`src/rtl/instr_fetch_unit_if.sv`:
```
// Fetch-unit bus: control inputs, memory address/data path and the downstream
// valid/ready instruction handshake. master = fetch unit, slave = its environment.
interface instr_fetch_unit_if #(parameter int DATA_WIDTH = 32);
  logic                  run_i;
  logic                  jump_en_i;
  logic [DATA_WIDTH-1:0] jump_addr_i;
  logic                  Instr_ready_i;
  logic [DATA_WIDTH-1:0] Mem_Instr_i;
  logic [DATA_WIDTH-1:0] Mem_Address_o;
  logic [DATA_WIDTH-1:0] Instr_o;
  logic                  Instr_valid_o;
  logic [DATA_WIDTH-1:0] PC_o;
  logic                  Fetch_busy_o;

  modport master (
    input  run_i, jump_en_i, jump_addr_i, Instr_ready_i, Mem_Instr_i,
    output Mem_Address_o, Instr_o, Instr_valid_o, PC_o, Fetch_busy_o
  );

  modport slave (
    output run_i, jump_en_i, jump_addr_i, Instr_ready_i, Mem_Instr_i,
    input  Mem_Address_o, Instr_o, Instr_valid_o, PC_o, Fetch_busy_o
  );
endinterface

```
`src/rtl/instr_fetch_unit.sv`:
```
// Instruction fetch unit: PC owner, absorbs one-cycle memory read latency, holds the word
// until downstream accepts it. Optional handshake counter behind `FETCH_COUNT_EN.
module instr_fetch_unit #(
  parameter int                    DATA_WIDTH   = 32,
  parameter int                    MEMORY_DEPTH = 64,
  parameter logic [DATA_WIDTH-1:0] TEXT_BASE    = 32'h0040_0000
) (
  input  logic                  clk,
  input  logic                  reset,
  instr_fetch_unit_if.master    bus
`ifdef FETCH_COUNT_EN
  ,
  output logic [31:0]           Fetch_count_o
`endif
);

  typedef enum logic [1:0] {IDLE, ISSUE, CAPTURE, HOLD} state_t;

  localparam logic [DATA_WIDTH-1:0] LAST_PC = TEXT_BASE + DATA_WIDTH'(4 * (MEMORY_DEPTH - 1));

  state_t                state;
  logic [DATA_WIDTH-1:0] pc;
  logic [DATA_WIDTH-1:0] instr;
  logic                  valid;
  logic                  busy;
  logic [DATA_WIDTH-1:0] next_pc;
  logic [DATA_WIDTH-1:0] jump_pc;
  logic                  jaddr_unused;

  assign next_pc      = (pc == LAST_PC) ? TEXT_BASE : pc + DATA_WIDTH'(4);
  assign jump_pc      = {bus.jump_addr_i[DATA_WIDTH-1:2], 2'b00};
  assign jaddr_unused = ^bus.jump_addr_i[1:0];

  assign bus.Mem_Address_o = pc;
  assign bus.PC_o          = pc;
  assign bus.Instr_o       = instr;
  assign bus.Instr_valid_o = valid;
  assign bus.Fetch_busy_o  = busy;

  // Jump outranks everything, including a same-cycle handshake in HOLD.
  always_ff @(posedge clk or negedge reset) begin
    if (!reset) begin
      state <= IDLE;
      pc    <= TEXT_BASE;
      instr <= '0;
      valid <= 1'b0;
      busy  <= 1'b0;
    end else if (bus.jump_en_i) begin
      pc    <= jump_pc;
      valid <= 1'b0;
      if (state != IDLE) begin
        state <= ISSUE;
        busy  <= 1'b1;
      end
    end else begin
      case (state)
        IDLE: if (bus.run_i) begin
          state <= ISSUE;
          busy  <= 1'b1;
        end
        ISSUE: state <= CAPTURE;
        CAPTURE: begin
          instr <= bus.Mem_Instr_i;
          valid <= 1'b1;
          state <= HOLD;
        end
        HOLD: if (bus.Instr_ready_i) begin
          valid <= 1'b0;
          pc    <= next_pc;
          state <= bus.run_i ? ISSUE : IDLE;
          busy  <= bus.run_i;
        end
        default: begin
          state <= IDLE;
          busy  <= 1'b0;
        end
      endcase
    end
  end

`ifdef FETCH_COUNT_EN
  always_ff @(posedge clk or negedge reset) begin
    if (!reset)
      Fetch_count_o <= '0;
    else if (state == HOLD && bus.Instr_ready_i && !bus.jump_en_i)
      Fetch_count_o <= Fetch_count_o + 32'd1;
  end
`endif

endmodule

```
`src/flat_wrapper.sv`:
```
// flat-port wrapper written by rule: the top's interface ports become plain ports
module instr_fetch_unit_flat 
#(
  parameter int                    DATA_WIDTH   = 32,
  parameter int                    MEMORY_DEPTH = 64,
  parameter logic [DATA_WIDTH-1:0] TEXT_BASE    = 32'h0040_0000
)
  (clk, reset, bus_run_i, bus_jump_en_i, bus_jump_addr_i, bus_Instr_ready_i, bus_Mem_Instr_i, bus_Mem_Address_o, bus_Instr_o, bus_Instr_valid_o, bus_PC_o, bus_Fetch_busy_o);
  instr_fetch_unit_if #(.DATA_WIDTH(DATA_WIDTH)) bus_i ();
  input  logic clk;
  input  logic reset;
  input wire logic [$bits(bus_i.run_i)-1:0] bus_run_i;
  input wire logic [$bits(bus_i.jump_en_i)-1:0] bus_jump_en_i;
  input wire logic [$bits(bus_i.jump_addr_i)-1:0] bus_jump_addr_i;
  input wire logic [$bits(bus_i.Instr_ready_i)-1:0] bus_Instr_ready_i;
  input wire logic [$bits(bus_i.Mem_Instr_i)-1:0] bus_Mem_Instr_i;
  output wire logic [$bits(bus_i.Mem_Address_o)-1:0] bus_Mem_Address_o;
  output wire logic [$bits(bus_i.Instr_o)-1:0] bus_Instr_o;
  output wire logic [$bits(bus_i.Instr_valid_o)-1:0] bus_Instr_valid_o;
  output wire logic [$bits(bus_i.PC_o)-1:0] bus_PC_o;
  output wire logic [$bits(bus_i.Fetch_busy_o)-1:0] bus_Fetch_busy_o;
  assign bus_i.run_i = bus_run_i;
  assign bus_i.jump_en_i = bus_jump_en_i;
  assign bus_i.jump_addr_i = bus_jump_addr_i;
  assign bus_i.Instr_ready_i = bus_Instr_ready_i;
  assign bus_i.Mem_Instr_i = bus_Mem_Instr_i;
  assign bus_Mem_Address_o = bus_i.Mem_Address_o;
  assign bus_Instr_o = bus_i.Instr_o;
  assign bus_Instr_valid_o = bus_i.Instr_valid_o;
  assign bus_PC_o = bus_i.PC_o;
  assign bus_Fetch_busy_o = bus_i.Fetch_busy_o;
  instr_fetch_unit #(.DATA_WIDTH(DATA_WIDTH), .MEMORY_DEPTH(MEMORY_DEPTH), .TEXT_BASE(TEXT_BASE)) u_core (.clk(clk), .reset(reset), .bus(bus_i));
endmodule
```
`config.mk`:
```
export PLATFORM = sky130hd
export DESIGN_NAME = instr_fetch_unit_flat
export DESIGN_NICKNAME = d
export VERILOG_FILES = /design/src/rtl/instr_fetch_unit_if.sv /design/src/rtl/instr_fetch_unit.sv /design/src/flat_wrapper.sv
export SDC_FILE = /design/constraint.sdc
export NUM_CORES = 1
export LEC_CHECK = 0
export ABC_AREA = 1
export CORE_UTILIZATION = 44
export DETAILED_ROUTE_END_ITERATION = 16
export GPL_TIMING_DRIVEN = 1
export MAX_ROUTING_LAYER = met4
export PLACE_DENSITY = 0.81
export SLEW_MARGIN = 0
export SYNTH_ARGS = -nofsm -noshare
export SYNTH_HDL_FRONTEND = slang
export SYNTH_SLANG_ARGS = --single-unit
```
`constraint.sdc`:
```
create_clock -name clk -period 2 [get_ports clk]
set_clock_uncertainty 0.2 [all_clocks]
set_input_delay 0.2 -clock clk [delete_from_list [all_inputs] [get_ports clk]]
set_output_delay 0.2 -clock clk [all_outputs]
set_load 0.01 [all_outputs]
```
---- Word level (Yosys, flattened, before mapping) ----
Cells that the tools add are included.
storage, ports and cells
  flip-flop bits (word level) ............. 68
  logic and storage cells ................. 43
  output and inout bits ................... 98
  input bits .............................. 69
cells by class
  mux-type cells .......................... 18
  reductions and logical operators ........ 11
  add/sub/neg operators ................... 1
  bitwise gates (word level) .............. 1
  equal/unequal tests ..................... 7
operators with widths
  operator                                         count
  2-to-1 mux 32 bit                                4
  adder 32 x 3 -> 32 bit, second input constant    1
  == test 32 x 23 -> 1 bit, second input constant  1
  2-to-1 mux 2 bit                                 4
  one-hot mux 2 bit (4 select lines)               1
  2-to-1 mux 1 bit                                 7
  != test 3 bit, second input constant             2
  AND reduction 2 bit                              3
  nonzero test 2 bit                               3
  nonzero test 3 bit                               2
  == test 2 bit, second input constant             2
  one-hot mux 1 bit (2 select lines)               2
  AND reduction 4 bit                              1
  AND reduction 3 bit                              1
  == test 2 x 1 -> 1 bit, second input constant    1
  logical NOT 2 bit                                1
  != test 2 x 1 -> 1 bit, second input constant    1
  NOT 1 bit                                        1

---- Longest topological paths before layout ----
  depth after elaboration ................. 5
  mapped depth ............................ 10

---- Least setup slack after synthesis ----
Ideal clock, no wire load.
  kind .................................... reg2reg
  start point ............................. register u_core.pc[2], in the netlist u_core.bus.Mem_Address_o[2]
  end point ............................... register u_core.pc[18], in the netlist u_core.bus.Mem_Address_o[18]
  required time ........................... 1683 ps
  setup slack ............................. 294 ps
  library setup time ...................... 117 ps
  arrival ................................. 1390 ps
  period minus slack after synthesis ...... 1706 ps
  cell stages (with the launch flop) ...... 11
  path buffers ............................ 0
  path through ............................ dfrtp_1 > ha_1 > nand3_1 > inv_1 > nand2_1 > inv_1 > nand4_1 > nand3_1 > nand2_1 > nand2_1 > nand2_1
between the ends
  word-level cells in the longest chain between the ends .. 5
  elaborated cells on any way between the ends .. 6
  classes of those cells .................. 1 x add/sub; 1 x eq/ne; 4 x mux
RTL lines
  what                                                                line                    RTL
  from (decl)                                                         instr_fetch_unit.sv:22  logic [DATA_WIDTH-1:0] pc;
  from (signal assigned)                                              instr_fetch_unit.sv:49  pc <= jump_pc;
  from (signal assigned)                                              instr_fetch_unit.sv:69  pc <= next_pc;
  adder 32 x 3 -> 32 bit or == test 32 x 23 -> 1 bit (tied branches)  instr_fetch_unit.sv:30  assign next_pc = (pc == LAST_PC) ? TEXT_BASE : pc + DATA_WIDTH'(4);
  2-to-1 mux 32 bit (*)                                               instr_fetch_unit.sv:30
  2-to-1 mux 32 bit (*)                                               instr_fetch_unit.sv:67  HOLD: if (bus.Instr_ready_i) begin
  2-to-1 mux 32 bit (*)                                               instr_fetch_unit.sv:56  case (state)
  2-to-1 mux 32 bit (*)                                               instr_fetch_unit.sv:48  end else if (bus.jump_en_i) begin
Every way passes the cells marked *; elsewhere a longest branch is shown, timed or not. The select of a mux whose other input is x is not followed.
A chain may end at the register's enable or synchronous reset.

---- Worst setup path in the final report ----
  start point ............................. register u_core.pc[22], in the netlist u_core.bus.Mem_Address_o[22]
  end point ............................... output bus_PC_o[22]
RTL lines
  what       line                RTL
  to (decl)  flat_wrapper.sv:20  output wire logic [$bits(bus_i.PC_o)-1:0] bus_PC_o;
No word-level cell between the ends.

==> out/qor.yml <==
critical_path:
  cp_max_fo: 8
  start_kind: "flip-flop"
  cp.buffers_inverters: 1
  path_cells: "clkdlybuf4s50_1"
  max_stage_delay_ps: 630
  path_class: "flip-flop to output port"
  crit_slowest_cell: "dfstp_2"
  cp-end-kind: "output port"
  critPathTopFamily: "flip-flops"
  worstPathArrival_ps: 1530
  required_ps: 1600
status:
  status: "completed"
clock_tree:
  cts_buffers: 9
  h-tree-depth: 3
  worstSkewPairLatency_ps: 350
  cts.clk_slew.worst_paths_ps: 90
  cts_root_buf: "clkbuf_8"
  cts_tree: "built"
  cts_setup_buffers: 0
  cts_sinks: 66
  cts_max_path_buffers: 2
die:
  ios: 167
  die_area_um2: 9840
  start_util_pct: 45.2
  die_w_um: 99.2
  die_h_um: 99.2
  std_cell_rows: 35
  core_region_area_um2: 9200
yosys:
  postSynthAreaPerCell_um2: 7.42
  ys_seq_area_share_pct: 39.8
  synthAdderAreaFrac_pct: 1.20
  synth.top_cell.area_share_pct: 39.1
  syn_area_um2: 4160
  synthArstFlopShare_pct: 100
  synth_edf_count: 0
  synth_top_family_by_area: "simple AND/OR/NAND/NOR gates"
  synth_most_common_cell: "nand2_1"
  dominantRegCellSynth: "dfrtp_1"
  netlist_top_cells_count: "164 x nand2_1, 84 x nor2_1, 65 x dfrtp_1"
  ys_warn_count: 0
  yosys.area_share.simple_pct: 31.0
  synthMuxAreaShare_pct: 8.67
  synth_top_area_cell: "dfrtp_1"
  ys_ff_latch: 66
  synthDistinctLibCells: 33
  synthTopCellsByArea: "dfrtp_1 39%, nand2_1 15%, mux2_2 8.7%, nor2_1 7.6%, buf_4 6.3%"
  synthXorXnorAreaFrac_pct: 1.26
  synth_compound_gate_area_share_pct: 5.39
  synthCells: 560
grt:
  globalRouteTotalUtil_pct: 26.1
  antenna_found_initial: 0
  grt_pass1_wl_um: 19500
  first_global_vias: 3992
  globalRouteOverflowTotal: 0
  grt_start_max_net_pins: 67
layout:
  layout.nets: 769
  design_area_um2: 5940
  layout-drive-gt1-share_pct: 11.4
  diodes: 0
  area_growth_syn_to_layout_pct: 42.9
placement:
  placed_area_um2: 5700
  port-buffer-count: 160
  place_congestion: 0.927
  pre_cts_slack_ps: 132
  hpwl_um: 9170
routing:
  ant_nets: 0
  drtPass1Iterations: 5
  drc: 0
  viasPerCell: 5.05
  drtIter0Drc: 284
  drt-total-wl_um: 12000
  routedWlPerCell_um: 14.8
  vias: 4102
timing:
  hold_ws_ps: 209
  finalMaxSlewViolations: 0
  rsz0062_at_grt: "no"
  post-route-period-util_pct: 96.7
  hold_viol: 0
  setup_viol: 0
  setup_slack_ps: 65.8
  fmax_ghz: 0.517
  period_needed_ps: 1930
  finalSetupTns_ps: 0
pwr:
  vdd_drop_max_uv: 599
  p_leak_uw: 0.00270
  power_density_nw_per_um2: 1170
  power_uw: 6960
flow_run:
  drv_cap: 0
hold_path:
  hp-class: "primary input to asynchronous set/reset pin"
[state kept, by name, indices dropped and copies added (netlist names)]
signal,cells
u_core.state,2
u_core.bus.Fetch_busy_o,1
u_core.bus.Instr_valid_o,1
u_core.bus.Instr_o,32
u_core.bus.Mem_Address_o,30
[metrics by stage]
stage	std cells	util, %
floorplan	563	-
global placement	795	62.0
detailed placement	795	62.0
CTS	812	64.5
global route	812	64.6
finish	812	64.6
[worst register-to-register path: cells and delay by family (launching register included)]
kind             cells  cell delay, ps
flip-flops           1             500
AND/OR/NAND/NOR      7             910
AO/OA/AOI/OAI        1             130
[per-layer routing]
metal  GRT usage (%)  share of wire (%)  wire [µm]  vias to the layer above
met5               -                  0          0                        -
met4            8.14                1.7        199                        0
met3            2.67                4.5        539                       25
met2            43.9                 51       6170                      131
met1            33.2                 43       5130                     1936
li1                -                  -          -                     2010
[cells by family after synthesis]
kind of cell,after synthesis
AOI/OAI and AO/OA,39
DFF,66
other,1
and+or+nand+nor,312
buffers and inverters,100
muxes,32
xor gates and xnor gates,6
adders and majority gates,4
[path summary, 6_finish.rpt]
kind	startpoint	end	slack (ps)	cells past startpoint
worst min-delay path	reset	u_core.bus.Instr_o[15]	210	3
worst min register to register	u_core.bus.Instr_o[19]	u_core.bus.Instr_o[19]	310	1
worst max register to register	u_core.bus.Mem_Address_o[10]	u_core.bus.Mem_Address_o[30]	190	8
max in group asynchronous	reset	u_core.bus.Mem_Address_o[22]	1030	3
min in group clk	bus_jump_addr_i[13]	u_core.bus.Mem_Address_o[13]	210	3
worst max-delay path	u_core.bus.Mem_Address_o[22]	bus_PC_o[22]	70	1
[cells in the final DEF (no fill, tap or decap), drive strengths merged, types with 2 or more instances in the layout]
cell type      instances
a31oi                  6
a21oi                 22
ha                     4
buf                   12
nand2                165
clkbuf                11
o21bai                 3
dfrtp                 65
or2                    5
inv                   52
xor2                   4
nor3                   4
clkdlybuf4s50        159
nand4                  3
o21ai                  4
xnor2                  2
nand3                 43
mux2                  32
conb                   4
nor2                  92
bufinv                 2
[layout make-up]
cell class / count / area, µm²
flip-flops and latches: 66 / 1650
multi-input cells: 397 / 1990
clock inverters: 5 / 85.1
repair buffers: 172 / 1740
fillers: 810 / 3260
well taps: 111 / 139
clock buffers: 11 / 141
inverters: 50 / 188
[timing repair]
item                                    in CTS  in global routing
hold buffers                                 1                  0
endpoints found under the setup margin       0                  3
resized for setup                            0                  3
hold endpoints to repair                    66                  0
[where the power goes]
group          internal [µW]  leakage [µW]  total [µW]  switching (µW)
Clock                    747      0.000111        1330             588
Sequential              1850      0.000775        2390             535
Combinational           1850       0.00181        3240            1390
Power figures use the tool's default switching activity.
